**src/rtl/control_sequencer.sv**
```systemverilog
// Fetch/decode/execute sequencer driving register load, increment, bus, ALU and memory strobes.
// Strobes decode from state; memory-wait states raise write/increment strobes only on mem_ack.
module control_sequencer #(
  parameter int REG_N = 8,
  parameter int OPW   = 6
) (
  input  logic             clk,
  input  logic             rst_n,
  input  logic             start,
  input  logic [OPW-1:0]   ir_opcode,
  input  logic             z_flag,
  input  logic             mem_ack,
  output logic             LDIR,
  output logic             dr_read,
  output logic [REG_N-1:0] reg_we,
  output logic [REG_N-1:0] reg_inc,
  output logic [2:0]       bus_sel,
  output logic [1:0]       alu_op,
  output logic             mem_read,
  output logic             mem_write,
  output logic             busy,
  output logic             halted,
  output logic             illegal,
  output logic [3:0]       state_dbg
);

  typedef enum logic [3:0] {
    IDLE = 4'd0,  F1   = 4'd1,  F2  = 4'd2,  F3   = 4'd3,
    DEC  = 4'd4,  O1   = 4'd5,  O2  = 4'd6,  O3   = 4'd7,
    MRD  = 4'd8,  MRD2 = 4'd9,  MWR = 4'd10, MWR2 = 4'd11,
    JMP  = 4'd12, EXA  = 4'd13, HALT = 4'd14
  } state_t;

  localparam int PC = 0;
  localparam int AR = 1;
  localparam int DR = 2;
  localparam int AC = 3;
  localparam int R1 = 4;

  localparam logic [2:0] B_PC = 3'd0;
  localparam logic [2:0] B_DR = 3'd2;
  localparam logic [2:0] B_AC = 3'd3;

  localparam logic [1:0] ALU_PASS = 2'd0;
  localparam logic [1:0] ALU_ADD  = 2'd1;
  localparam logic [1:0] ALU_SUB  = 2'd2;
  localparam logic [1:0] ALU_CLR  = 2'd3;

  localparam logic [OPW-1:0] OP_NOP   = OPW'(0);
  localparam logic [OPW-1:0] OP_LOAD  = OPW'(1);
  localparam logic [OPW-1:0] OP_STORE = OPW'(2);
  localparam logic [OPW-1:0] OP_ADD   = OPW'(3);
  localparam logic [OPW-1:0] OP_SUB   = OPW'(4);
  localparam logic [OPW-1:0] OP_INCAC = OPW'(5);
  localparam logic [OPW-1:0] OP_JUMP  = OPW'(6);
  localparam logic [OPW-1:0] OP_JMPZ  = OPW'(7);
  localparam logic [OPW-1:0] OP_MOVR1 = OPW'(8);
  localparam logic [OPW-1:0] OP_CLAC  = OPW'(9);
  localparam logic [OPW-1:0] OP_HALT  = OPW'(63);

  state_t state;
  logic   illegal_q;

  always_ff @(posedge clk or negedge rst_n) begin
    if (!rst_n) begin
      state     <= IDLE;
      illegal_q <= 1'b0;
    end else begin
      case (state)
        IDLE: if (start) state <= F1;
        F1:   state <= F2;
        F2:   if (mem_ack) state <= F3;
        F3:   state <= DEC;
        DEC: begin
          case (ir_opcode)
            OP_NOP:                     state <= F1;
            OP_LOAD, OP_STORE, OP_JUMP: state <= O1;
            OP_JMPZ:                    state <= z_flag ? O1 : F1;
            OP_ADD, OP_SUB, OP_INCAC,
            OP_MOVR1, OP_CLAC:          state <= EXA;
            OP_HALT:                    state <= HALT;
            default: begin
              state     <= HALT;
              illegal_q <= 1'b1;
            end
          endcase
        end
        O1: state <= O2;
        O2: if (mem_ack) state <= (ir_opcode == OP_JUMP || ir_opcode == OP_JMPZ) ? JMP : O3;
        O3: state <= (ir_opcode == OP_LOAD) ? MRD : MWR;
        MRD:  if (mem_ack) state <= MRD2;
        MRD2: state <= F1;
        MWR:  state <= MWR2;
        MWR2: if (mem_ack) state <= F1;
        JMP:  state <= F1;
        EXA:  state <= F1;
        HALT: state <= HALT;
        default: state <= IDLE;
      endcase
    end
  end

  always_comb begin
    LDIR      = 1'b0;
    dr_read   = 1'b0;
    reg_we    = '0;
    reg_inc   = '0;
    bus_sel   = B_PC;
    alu_op    = ALU_PASS;
    mem_read  = 1'b0;
    mem_write = 1'b0;
    case (state)
      F1, O1: begin
        bus_sel    = B_PC;
        reg_we[AR] = 1'b1;
      end
      F2, O2: begin
        mem_read = 1'b1;
        dr_read  = 1'b1;
        if (mem_ack) begin
          reg_we[DR]  = 1'b1;
          reg_inc[PC] = 1'b1;
        end
      end
      F3: LDIR = 1'b1;
      // A not-taken JMPZ steps PC over its operand word.
      DEC: if (ir_opcode == OP_JMPZ && !z_flag) reg_inc[PC] = 1'b1;
      O3: begin
        bus_sel    = B_DR;
        reg_we[AR] = 1'b1;
      end
      MRD: begin
        mem_read = 1'b1;
        dr_read  = 1'b1;
        if (mem_ack) reg_we[DR] = 1'b1;
      end
      MRD2: begin
        bus_sel    = B_DR;
        reg_we[AC] = 1'b1;
      end
      MWR: begin
        bus_sel    = B_AC;
        reg_we[DR] = 1'b1;
      end
      MWR2: mem_write = 1'b1;
      JMP: begin
        bus_sel    = B_DR;
        reg_we[PC] = 1'b1;
      end
      EXA: begin
        case (ir_opcode)
          OP_ADD: begin
            alu_op     = ALU_ADD;
            reg_we[AC] = 1'b1;
          end
          OP_SUB: begin
            alu_op     = ALU_SUB;
            reg_we[AC] = 1'b1;
          end
          // AC reloads itself through PASS while its own incrementer adds one.
          OP_INCAC: begin
            bus_sel     = B_AC;
            reg_we[AC]  = 1'b1;
            reg_inc[AC] = 1'b1;
          end
          OP_MOVR1: begin
            bus_sel    = B_AC;
            reg_we[R1] = 1'b1;
          end
          OP_CLAC: begin
            alu_op     = ALU_CLR;
            reg_we[AC] = 1'b1;
          end
          default: ;
        endcase
      end
      default: ;
    endcase
  end

  assign busy      = (state != IDLE) && (state != HALT);
  assign halted    = (state == HALT);
  assign illegal   = illegal_q;
  assign state_dbg = state;

endmodule

```
**config.mk**
```make
export PLATFORM = sky130hd
export DESIGN_NAME = control_sequencer
export DESIGN_NICKNAME = d
export VERILOG_FILES = /design/src/rtl/control_sequencer.sv
export SDC_FILE = /design/constraint.sdc
export NUM_CORES = 1
export LEC_CHECK = 0
export ABC_CLOCK_PERIOD_IN_PS = 1600
export BUFFER_PORTS_ARGS = -buffer_cell sky130_fd_sc_hd__clkbuf_2
export CORE_ASPECT_RATIO = 0.6
export CORE_MARGIN = 2
export CORE_UTILIZATION = 40
export CTS_CLUSTER_DIAMETER = 100
export DETAILED_ROUTE_END_ITERATION = 6
export PLACE_DENSITY = 0.75
export RECOVER_POWER = 50
export SETUP_SLACK_MARGIN = 0.1
export SLEW_MARGIN = 10
export SYNTH_ARGS = -nofsm -noshare
export SYNTH_HDL_FRONTEND = slang
export SYNTH_SLANG_ARGS = --single-unit
```
**constraint.sdc**
```tcl
create_clock -name clk -period 1.6 [get_ports clk]
set_clock_uncertainty 0.1 [all_clocks]
set_input_delay 0.32 -clock clk [delete_from_list [all_inputs] [get_ports clk]]
set_output_delay 0.32 -clock clk [all_outputs]
set_load 0.005 [all_outputs]
```
==> impl_summary.log <==
[metrics] top cells by area in the synthesized netlist: sky130_fd_sc_hd__dfrtp_1, sky130_fd_sc_hd__buf_4, sky130_fd_sc_hd__nor2_1
[metrics] unrepaired setup endpoints after global routing: yes
[metrics] maximum fanout along the worst path: 7
[metrics] starting utilization of the core area: 0.422
[metrics] number of diodes added for antenna fixing: 0
[metrics] internal power: 0.00132 W
[metrics] DP HPWL: 2.55 mm
[metrics] net load switching power: 0.00109 W
[metrics] cell row count: 13
[metrics] master of the slowest instance on the critical path: sky130_fd_sc_hd__dfrtp_2
[metrics] Setup CP Type: reg2out
[metrics] total track usage: 0.263
[metrics] sequential cell fraction of total power: 0.128
[metrics] CTS Root Buffer Type: sky130_fd_sc_hd__clkbuf_8
[metrics] Die H: 41.0 um
[metrics] clock-pin slew on the worst setup and hold paths: 0.04 ns
[metrics] clock network power share: 0.096
[metrics] Hold/Removal Path Class: in2reg
[metrics] clock buffers created by TritonCTS: 3
[metrics] most frequent cells after synthesis: sky130_fd_sc_hd__nor2_1, sky130_fd_sc_hd__buf_4, sky130_fd_sc_hd__nand2_1
[metrics] crit path capture type: output pin
[metrics] maximum clock insertion buffer count: 2
[metrics] number of enable-type register cells in the synthesized netlist: 0
[metrics] Die Wd: 65.7 um
[metrics] top achievable clock speed: 566 MHz
[metrics] CTS H-tree lvls: 1
[metrics] first-iteration detailed-routing DRC count: 67
[metrics] power density over the cells: 1530 mW/mm^2
[metrics] maximum vdd drop: 0.910 mV
[metrics] sequential fraction of the synthesis area: 0.137
[metrics] detailed-router iteration count before antenna repair: 4
[metrics] number of antenna violations at the first check in global routing: 0
[metrics] switching power as a share of total power: 0.452
[metrics] layout cell share with drive strength beyond 1: 0.558
[metrics] number of max-cap violations: 0
[metrics] Avg Vias per Cell: 5.48
[metrics] kind of start point of the critical path: register
[metrics] leakage power of the design: 0.714 nW
[metrics] count of non-filler cells in the finished layout: 229
[metrics] largest net degree at the start of global routing: 16
[metrics] #FFs+latches synth: 5
[metrics] Layout area overhead: 72.6%
[metrics] post-synth top area cell: sky130_fd_sc_hd__dfrtp_1
[metrics] port bufs: 32
[metrics] IO Count: 43
[metrics] final wirelength: 3.45 mm
[metrics] data arrival time of the worst path: 1.35 ns
[metrics] distinct cell type count of the synthesized netlist: 45
[metrics] status: complete, but fails checks
[metrics] main flop type after synthesis: sky130_fd_sc_hd__dfrtp_1
[metrics] number of warnings issued by yosys: 0
[metrics] number of cells produced by synthesis: 134
[metrics] proportion of register bits with asynchronous set or reset after synthesis: 1.00
[metrics] wire length of the first global-routing pass: 5.17 mm
[metrics] logic gate share of total power: 0.776
[metrics] Core ar.: 0.00216 sq mm
[metrics] clock sink count: 5
[metrics] maximum cell stage delay along the critical path: 0.49 ns
[metrics] placed cells: 215
[metrics] CP required: 1.18 ns
[metrics] Die ar.: 0.00269 sq mm
[metrics] number of hold violations in the final report: 0
[metrics] Synth Area per Inst: 6.81 sq um
[metrics] most common cell in the synthesized netlist: sky130_fd_sc_hd__nor2_1
[metrics] DRC violation count after routing: 0
[metrics] final period utilization: 1.10
[metrics] Vias: 1254
[metrics] failing checks: negative setup slack
[metrics] fraction of post-synthesis cell area in the top cell type by area: 0.137
[metrics] number of global-route vias before repair: 1050
[metrics] final-report setup violation count: 18
[metrics] Worst path most repeated cell: sky130_fd_sc_hd__o21ai_1
[metrics] Final Worst Setup Slack: -0.166 ns
[metrics] number of fillers in the final layout: 174
[metrics] DRT antenna net count: 0
[metrics] clock latency at the later pin of the worst-skew pair: 0.22 ns
[metrics] critical path cell sequence: buf_6, or2_4, o21ai_1, o21ai_1, clkbuf_2
[metrics] TritonCTS clock tree: done
[metrics] utilization after layout: 0.728
[metrics] routed wire length per instance: 15.1 um
[metrics] Max Slew Vio Count: 0
[metrics] summed instance area of the synthesized netlist: 912 sq um
[metrics] Placer Congestion: 0.881
[metrics] Final min period: 1.77 ns
[metrics] number of nets in the layout: 211
[metrics] total grt overflow: 0
==> cells in the final DEF (no fill, tap or decap), drive strengths merged, types with 2 or more instances in the layout <==
master / n
a211o: 2
a21oi: 7
a31oi: 4
and3: 2
buf: 55
clkbuf: 23
conb: 10
dfrtp: 5
inv: 3
nand2: 11
nand2b: 8
nand3: 6
nand4: 2
nor2: 16
nor2b: 3
nor3: 6
nor4: 2
o21ai: 6
o22ai: 3
xor2: 2
==> layout make-up <==
type                    instances  area [sq um]  area share
clock buffers                   4          45.0      0.0286
repair buffers                 75           552       0.351
flip-flops and latches          5           128      0.0811
inverters                       4          21.3      0.0135
well taps                      30          37.5      0.0238
multi-input cells             111           791       0.502
==> power by group through the flow <==
stage / Combinational, W / Sequential [W] / Clock (W)
global route: 0.00200 / 0.000320 / 0.000248
detailed placement: 0.00145 / 0.000286 / 0
CTS: 0.00169 / 0.000302 / 0.000236
finish: 0.00187 / 0.000308 / 0.000232
global placement: 0.00143 / 0.000276 / 0
floorplan: 0.000904 / 0.000234 / 0
==> worst max-delay path, delay by kind of cell, from the launching register on <==
kind            cells  cell delay (ns)
compound gates      2             0.14
flops               1             0.49
buf+inv             2             0.27
simple gates        1             0.23
==> routing by layer <==
| metal | GRT usage | vias to the layer above | share of wire |
|---|---|---|---|
| met5 | 0 | - | 0 |
| met4 | 0.0417 | 0 | 0.012 |
| met3 | 0.0302 | 8 | 0.067 |
| met2 | 0.447 | 61 | 0.44 |
| met1 | 0.373 | 589 | 0.48 |
| li1 | - | 596 | - |
==> through the flow <==
stage	area (sq um)	hold slack, ns	TNS [ns]	power, W	setup slack (ns)
final	1570	0.370	-1.89	0.00241	-0.166
after detailed placement	1290	0.0466	-1.17	0.00173	-0.170
after global routing	1570	0.379	-3.15	0.00256	-0.228
after floorplan	990	-0.0756	0	0.00114	0.0134
after global placement	1290	0.0396	-0.786	0.00170	-0.155
after CTS	1490	0.355	-2.05	0.00223	-0.162
==> final timing paths <==
path                                      to  slack (ns)  cells after the start          from
worst max-delay path              bus_sel[1]       -0.17                      5  state_dbg[0]
worst min-delay path            state_dbg[2]        0.37                      3        z_flag
worst max register to register  state_dbg[0]       -0.06                      6  state_dbg[2]
worst min register to register       illegal        0.38                      1       illegal
max in group asynchronous       state_dbg[0]        0.77                      2         rst_n
min in group asynchronous            illegal        0.39                      2         rst_n
==> state kept, by name (all words and copies together) (netlist names) <==
signal	count
illegal	1
state_dbg	4
==> timing repair <==
item | CTS | global route
resized for setup | 24 | 28
gates cloned | 0 | 0
setup endpoints to repair | 21 | 22
hold buffers | 1 | 0
pin swaps | 8 | 8
buffers inserted | 7 | 2
hold endpoints to repair | 5 | 0
==> cells by family (layout without fill, tap and decap cells) <==
logic type	after synthesis	after routing	synth area share
simple gates	61	61	0.340
compound gates	37	37	0.303
buf+inv	27	83	0.185
flops	5	5	0.137
xor+xnor	2	2	0.0192
other cells	1	10	0.00411
mux	1	1	0.0110
Power figures use the tool's default switching activity.
